==> config.mk <==
export PLATFORM = sky130hd
export DESIGN_NAME = wb_master_adapter
export DESIGN_NICKNAME = d
export VERILOG_FILES = /design/src/rtl/wb_master_adapter.sv
export SDC_FILE = /design/constraint.sdc
export NUM_CORES = 1
export LEC_CHECK = 0
export ABC_AREA = 1
export CORE_ASPECT_RATIO = 0.5
export CORE_MARGIN = 4
export CORE_UTILIZATION = 45
export CTS_CLUSTER_SIZE = 12
export DETAILED_ROUTE_END_ITERATION = 16
export GPL_ROUTABILITY_DRIVEN = 0
export PLACE_DENSITY = 0.86
export SLEW_MARGIN = 20
export SYNTH_ARGS = -nofsm -noshare
export SYNTH_HDL_FRONTEND = slang
export SYNTH_SLANG_ARGS = --single-unit
==> constraint.sdc <==
create_clock -name clk_i -period 6.3 [get_ports clk_i]
set_input_delay 1.26 -clock clk_i [delete_from_list [all_inputs] [get_ports clk_i]]
set_output_delay 1.26 -clock clk_i [all_outputs]
set_load 0.005 [all_outputs]
==> src/rtl/wb_master_adapter.sv <==
// Wishbone classic single-transfer master: takes one request on a valid/ready
// port, runs one CYC/STB cycle until ACK or timeout, returns a one-cycle response.
module wb_master_adapter #(
  parameter int DATA_WIDTH  = 32,
  parameter int ADDR_WIDTH  = 32,
  parameter int GRANULARITY = 8,
  parameter int TIMEOUT     = 255
) (
  input  logic                                clk_i,
  input  logic                                rst_i,
  input  logic                                req_valid_i,
  output logic                                req_ready_o,
  input  logic                                req_we_i,
  input  logic [ADDR_WIDTH-1:0]               req_adr_i,
  input  logic [DATA_WIDTH-1:0]               req_dat_i,
  input  logic [DATA_WIDTH/GRANULARITY-1:0]   req_sel_i,
  output logic                                rsp_valid_o,
  output logic [DATA_WIDTH-1:0]               rsp_dat_o,
  output logic                                rsp_err_o,
  output logic [ADDR_WIDTH-1:0]               adr_o,
  output logic [DATA_WIDTH-1:0]               dat_o,
  input  logic [DATA_WIDTH-1:0]               dat_i,
  output logic                                we_o,
  output logic [DATA_WIDTH/GRANULARITY-1:0]   sel_o,
  output logic                                stb_o,
  output logic                                cyc_o,
  input  logic                                ack_i
);
  // state   | meaning
  // ST_IDLE | ready for a request (req_ready_o = 1)
  // ST_BUS  | Wishbone cycle open, waiting for ACK or timeout
  // ST_RESP | one-cycle response pulse on rsp_valid_o

  localparam int SEL_WIDTH = DATA_WIDTH / GRANULARITY;
  localparam int CNT_WIDTH = (TIMEOUT > 0) ? $clog2(TIMEOUT + 1) : 1;
  localparam logic [CNT_WIDTH-1:0] CNT_LOAD = (TIMEOUT > 0) ? CNT_WIDTH'(TIMEOUT - 1) : '0;
  localparam bit TMO_EN = (TIMEOUT > 0);

  if (GRANULARITY != 8 && GRANULARITY != 16 && GRANULARITY != 32) begin : g_bad_granularity
    $fatal(1, "wb_master_adapter: GRANULARITY must be 8, 16 or 32");
  end

  typedef enum logic [1:0] {
    ST_IDLE = 2'd0,
    ST_BUS  = 2'd1,
    ST_RESP = 2'd2
  } state_t;

  state_t state, state_nxt;

  logic [CNT_WIDTH-1:0]  tmr, tmr_nxt;
  logic                  tmo_hit;
  logic                  cyc_nxt, stb_nxt, we_nxt;
  logic [ADDR_WIDTH-1:0] adr_nxt;
  logic [DATA_WIDTH-1:0] dat_nxt;
  logic [SEL_WIDTH-1:0]  sel_nxt;
  logic                  rsp_valid_nxt, rsp_err_nxt;
  logic [DATA_WIDTH-1:0] rsp_dat_nxt;

  // Down-counter loaded with TIMEOUT-1; terminal count at zero. ACK has priority.
  assign tmo_hit = TMO_EN && (tmr == '0) && !ack_i;

  always_ff @(posedge clk_i or posedge rst_i) begin
    if (rst_i) state <= ST_IDLE;
    else       state <= state_nxt;
  end

  always_comb begin
    state_nxt = state;
    case (state)
      ST_IDLE: if (req_valid_i) state_nxt = ST_BUS;
      ST_BUS:  if (ack_i || tmo_hit) state_nxt = ST_RESP;
      ST_RESP: state_nxt = ST_IDLE;
      default: state_nxt = ST_IDLE;
    endcase
  end

  always_comb begin
    req_ready_o   = (state == ST_IDLE);
    cyc_nxt       = cyc_o;
    stb_nxt       = stb_o;
    we_nxt        = we_o;
    adr_nxt       = adr_o;
    dat_nxt       = dat_o;
    sel_nxt       = sel_o;
    rsp_valid_nxt = 1'b0;
    rsp_err_nxt   = rsp_err_o;
    rsp_dat_nxt   = rsp_dat_o;
    tmr_nxt       = tmr;
    case (state)
      ST_IDLE: begin
        if (req_valid_i) begin
          cyc_nxt = 1'b1;
          stb_nxt = 1'b1;
          we_nxt  = req_we_i;
          adr_nxt = req_adr_i;
          dat_nxt = req_dat_i;
          sel_nxt = req_sel_i;
          tmr_nxt = CNT_LOAD;
        end
      end
      ST_BUS: begin
        if (ack_i) begin
          cyc_nxt       = 1'b0;
          stb_nxt       = 1'b0;
          rsp_valid_nxt = 1'b1;
          rsp_err_nxt   = 1'b0;
          rsp_dat_nxt   = we_o ? '0 : dat_i;
        end else if (tmo_hit) begin
          cyc_nxt       = 1'b0;
          stb_nxt       = 1'b0;
          rsp_valid_nxt = 1'b1;
          rsp_err_nxt   = 1'b1;
          rsp_dat_nxt   = '0;
        end else if (tmr != '0) begin
          tmr_nxt = tmr - CNT_WIDTH'(1);
        end
      end
      default: ;
    endcase
  end

  always_ff @(posedge clk_i or posedge rst_i) begin
    if (rst_i) begin
      cyc_o       <= 1'b0;
      stb_o       <= 1'b0;
      we_o        <= 1'b0;
      adr_o       <= '0;
      dat_o       <= '0;
      sel_o       <= '0;
      rsp_valid_o <= 1'b0;
      rsp_err_o   <= 1'b0;
      rsp_dat_o   <= '0;
      tmr         <= '0;
    end else begin
      cyc_o       <= cyc_nxt;
      stb_o       <= stb_nxt;
      we_o        <= we_nxt;
      adr_o       <= adr_nxt;
      dat_o       <= dat_nxt;
      sel_o       <= sel_nxt;
      rsp_valid_o <= rsp_valid_nxt;
      rsp_err_o   <= rsp_err_nxt;
      rsp_dat_o   <= rsp_dat_nxt;
      tmr         <= tmr_nxt;
    end
  end

endmodule
==> results.md <==
### Routing
- **ratio of routed vias to standard cells** 4.885
- **detailed router's first-iteration violation count** 167
- **average wire per standard cell** 16.99 um
- **DRC violations left** 0
- **Final ANT Viol Nets** 0
- **DRT Wirelength** 12690 um
- **via total after detailed routing** 3649
- **number of iterations in the first detailed-routing pass** 4

### Synth
- **Avg Cell Area, Syn** 11.85 sq um
- **post-synth net total** 494
- **share of async-settable or async-resettable flops after synthesis** 100.0%
- **proportion of synthesized chip area in sequential cells** 62.19%
- **most used flip-flop cell after synthesis** dfrtp_1
- **cell area after synthesis** 4587 sq um
- **number of flops mapped to enable cells by yosys** 0
- **flop and latch count out of synthesis** 114
- **number of distinct library cell variants in the gate-level netlist after synthesis** 22
- **Yosys warnings** 0
- **number of instances in the synthesized netlist** 387

### Placed design
- **placement-stage cell area** 6774 sq um
- **post-DP HPWL** 8762 um
- **port bufs** 210
- **dpl ws** 3.195 ns

### Worst setup path
- **worst path cell trace** nor2_2 -> clkdlybuf4s50_1
- **cell with the biggest individual delay on the critical path** clkdlybuf4s50_1
- **category of the worst setup path capture point** primary output
- **class of the most critical setup path** flip-flop to primary output
- **kind of start point of the critical path** flip-flop
- **largest stage delay on the critical path** 0.54 ns
- **required time of the critical path** 5.04 ns
- **arrival time of data at the critical path endpoint** 1.54 ns
- **top fanout value on the critical path** 2

### Clocking
- **Post-CTS Setup Inserts** 0
- **clock insertion delay at the later pin of the skew report** 0.41 ns
- **number of H-tree levels** 4
- **maximum buffer depth of the clock tree** 2
- **clock tree from TritonCTS** yes
- **Clock Sink Count** 114
- **hold-fix buffer count after cts** 0
- **number of buffers added by the clock tree synthesis step** 17
- **number of cells upsized or downsized after cts** 0
- **clock transition at the registers of the reported paths** 0.06 ns
- **clock tree root buffer cell** clkbuf_16

### Final layout
- **most frequent cells in the layout** clkdlybuf4s50_1 (210), dfrtp_1 (114), nand2_1 (93), mux2_2 (69), o21ai_0 (25)
- **Final #Nets** 705
- **area growth from synthesis to final layout** 61.84%
- **final design area excluding fillers** 7423 sq um
- **most common cell after layout, fill and taps aside** clkdlybuf4s50_1
- **share of cells above drive strength 1** 19.97%

### STA
- **setup repair after global routing missed its margin** false
- **highest attainable clock frequency** 357.4 MHz
- **slew at the pin with the worst max-slew slack** 1.008 ns
- **Hold Slack** 0.4784 ns
- **setup ws final** 3.502 ns
- **Final setup violation count** 0
- **Final min period** 2.798 ns
- **setup tns final** 0 ns
- **Final Cycle Share** 44.42%
- **Hold Fails Final Rpt** 0
- **number of pins with negative max-slew slack in the final report** 0
- **Max-slew headroom** 32.82%
- **Final Skew** 0.007796 ns

### GRT
- **global-route wire length before repair** 19410 um
- **via count of the first global-routing pass** 3749
- **GR Util All Layers** 21.42%
- **maximum number of pins on one net before global-route repair** 80
- **antenna violations before repair** 1
- **final global-route overflow total** 0

### Pwr
- **internal cell power** 2562 uW
- **combinational cell fraction of total power** 36.1%
- **Leak** 0.003212 uW
- **clock network power share** 29.1%
- **Net Sw Frac** 27.99%
- **largest voltage drop on the vdd net** 0.2621 mV
- **Power Dens Cells** 479.3 nW/um^2
- **switching power total** 995.8 uW
- **Sequential Power Share** 34.8%

### Floorplan
- **effective utilization at floorplan** 47.30%
- **horizontal extent of the die** 150.8 um
- **area of the die** 11970 sq um
- **FP Rows** 25
- **die span in y** 79.39 um
- **IO Pins** 211
- **standard cell core area** 9697 sq um

### Job
- **count of maximum capacitance violations** 0

### Run status
- **result of the run** complete, no violations

### Min path
- **kind of path behind the tightest hold check** flip-flop to flip-flop

worst max-delay path: cells and delay by family, from the launching register on:
kind / cells / cell delay [ns]
and+or+nand+nor: 1 / 0.19
buffers and inverters: 1 / 0.54
DFF: 1 / 0.41
metal layers:
layer	GRT usage, %	share of wire [%]	up-vias
met5	0	0	-
met4	9.855	2.8	0
met3	4.991	4.2	30
met2	39.97	56	110
met1	23.17	37	1803
li1	-	-	1706
sequential cells by signal, summed over array words and instances (netlist names):
signal / count
rsp_err_o: 1
adr_o: 32
dat_o: 32
we_o: 1
tmr: 8
rsp_dat_o: 32
sel_o: 4
state: 2
cyc_o: 1
rsp_valid_o: 1
layout make-up:
cell class | count | area [sq um]
Fill cell | 606 | 2273
Sequential cell | 114 | 2853
Multi-Input combinational cell | 238 | 1580
Inverter | 16 | 62.56
Clock buffer | 22 | 494.2
Clock inverter | 10 | 152.6
Antenna cell | 1 | 2.502
Tap cell | 135 | 168.9
Timing Repair Buffer | 211 | 2110
cell families (layout without fill, tap and decap cells):
kind of cell    Yosys count  count (layout)  synth area share, %
other cells               0               1                    0
simple gates            132             132                12.33
fa+ha+maj                 2               2               0.5455
flops                   114             114                62.19
compound gates           35              35                4.310
buf+inv                  35             259                3.682
mux                      69              69                16.94
synthesized netlist by cell type, types with 3 or more instances:
library cell / number / area share (%)
dfrtp_1: 114 / 62
o21ai_0: 25 / 2.7
nor2_1: 7 / 0.57
o21ai_1: 4 / 0.44
nand3_1: 20 / 2.2
buf_4: 3 / 0.49
mux2_2: 69 / 17
clkbuf_1: 5 / 0.41
buf_2: 9 / 0.98
nand2_1: 94 / 7.7
inv_1: 14 / 1.1
nand2_2: 4 / 0.55
o21ai_2: 6 / 1.1
power by group through the flow:
stage | Sequential (uW) | Combinational (uW) | Clock [uW]
2_1_floorplan | 1240 | 496 | 0
3_3_place_gp | 1220 | 1260 | 0
3_5_place_dp | 1240 | 1300 | 0
4_1_cts | 1240 | 1300 | 1050
5_1_grt | 1280 | 1380 | 1090
6_report | 1240 | 1290 | 1040
through the flow:
stage,instances,utilization [%],power (uW)
after floorplan,387,-,1738
after global placement,714,69.81,2476
after detailed placement,714,69.86,2531
after CTS,746,76.53,3592
after global routing,747,76.55,3748
final,747,76.55,3558
worst paths after layout:
check                           endpoint  slack [ns]    startpoint  cells after the start
min                         rsp_dat_o[6]        0.48  rsp_dat_o[6]                      2
max reg2reg                rsp_dat_o[18]        4.38        tmr[0]                      8
min in group asynchronous       dat_o[2]        1.39         rst_i                      2
min reg2reg                 rsp_dat_o[6]        0.48  rsp_dat_o[6]                      2
max in group asynchronous      adr_o[25]        3.76         rst_i                      3
max                          req_ready_o        3.50      state[1]                      2
Power figures use the tool's default switching activity.
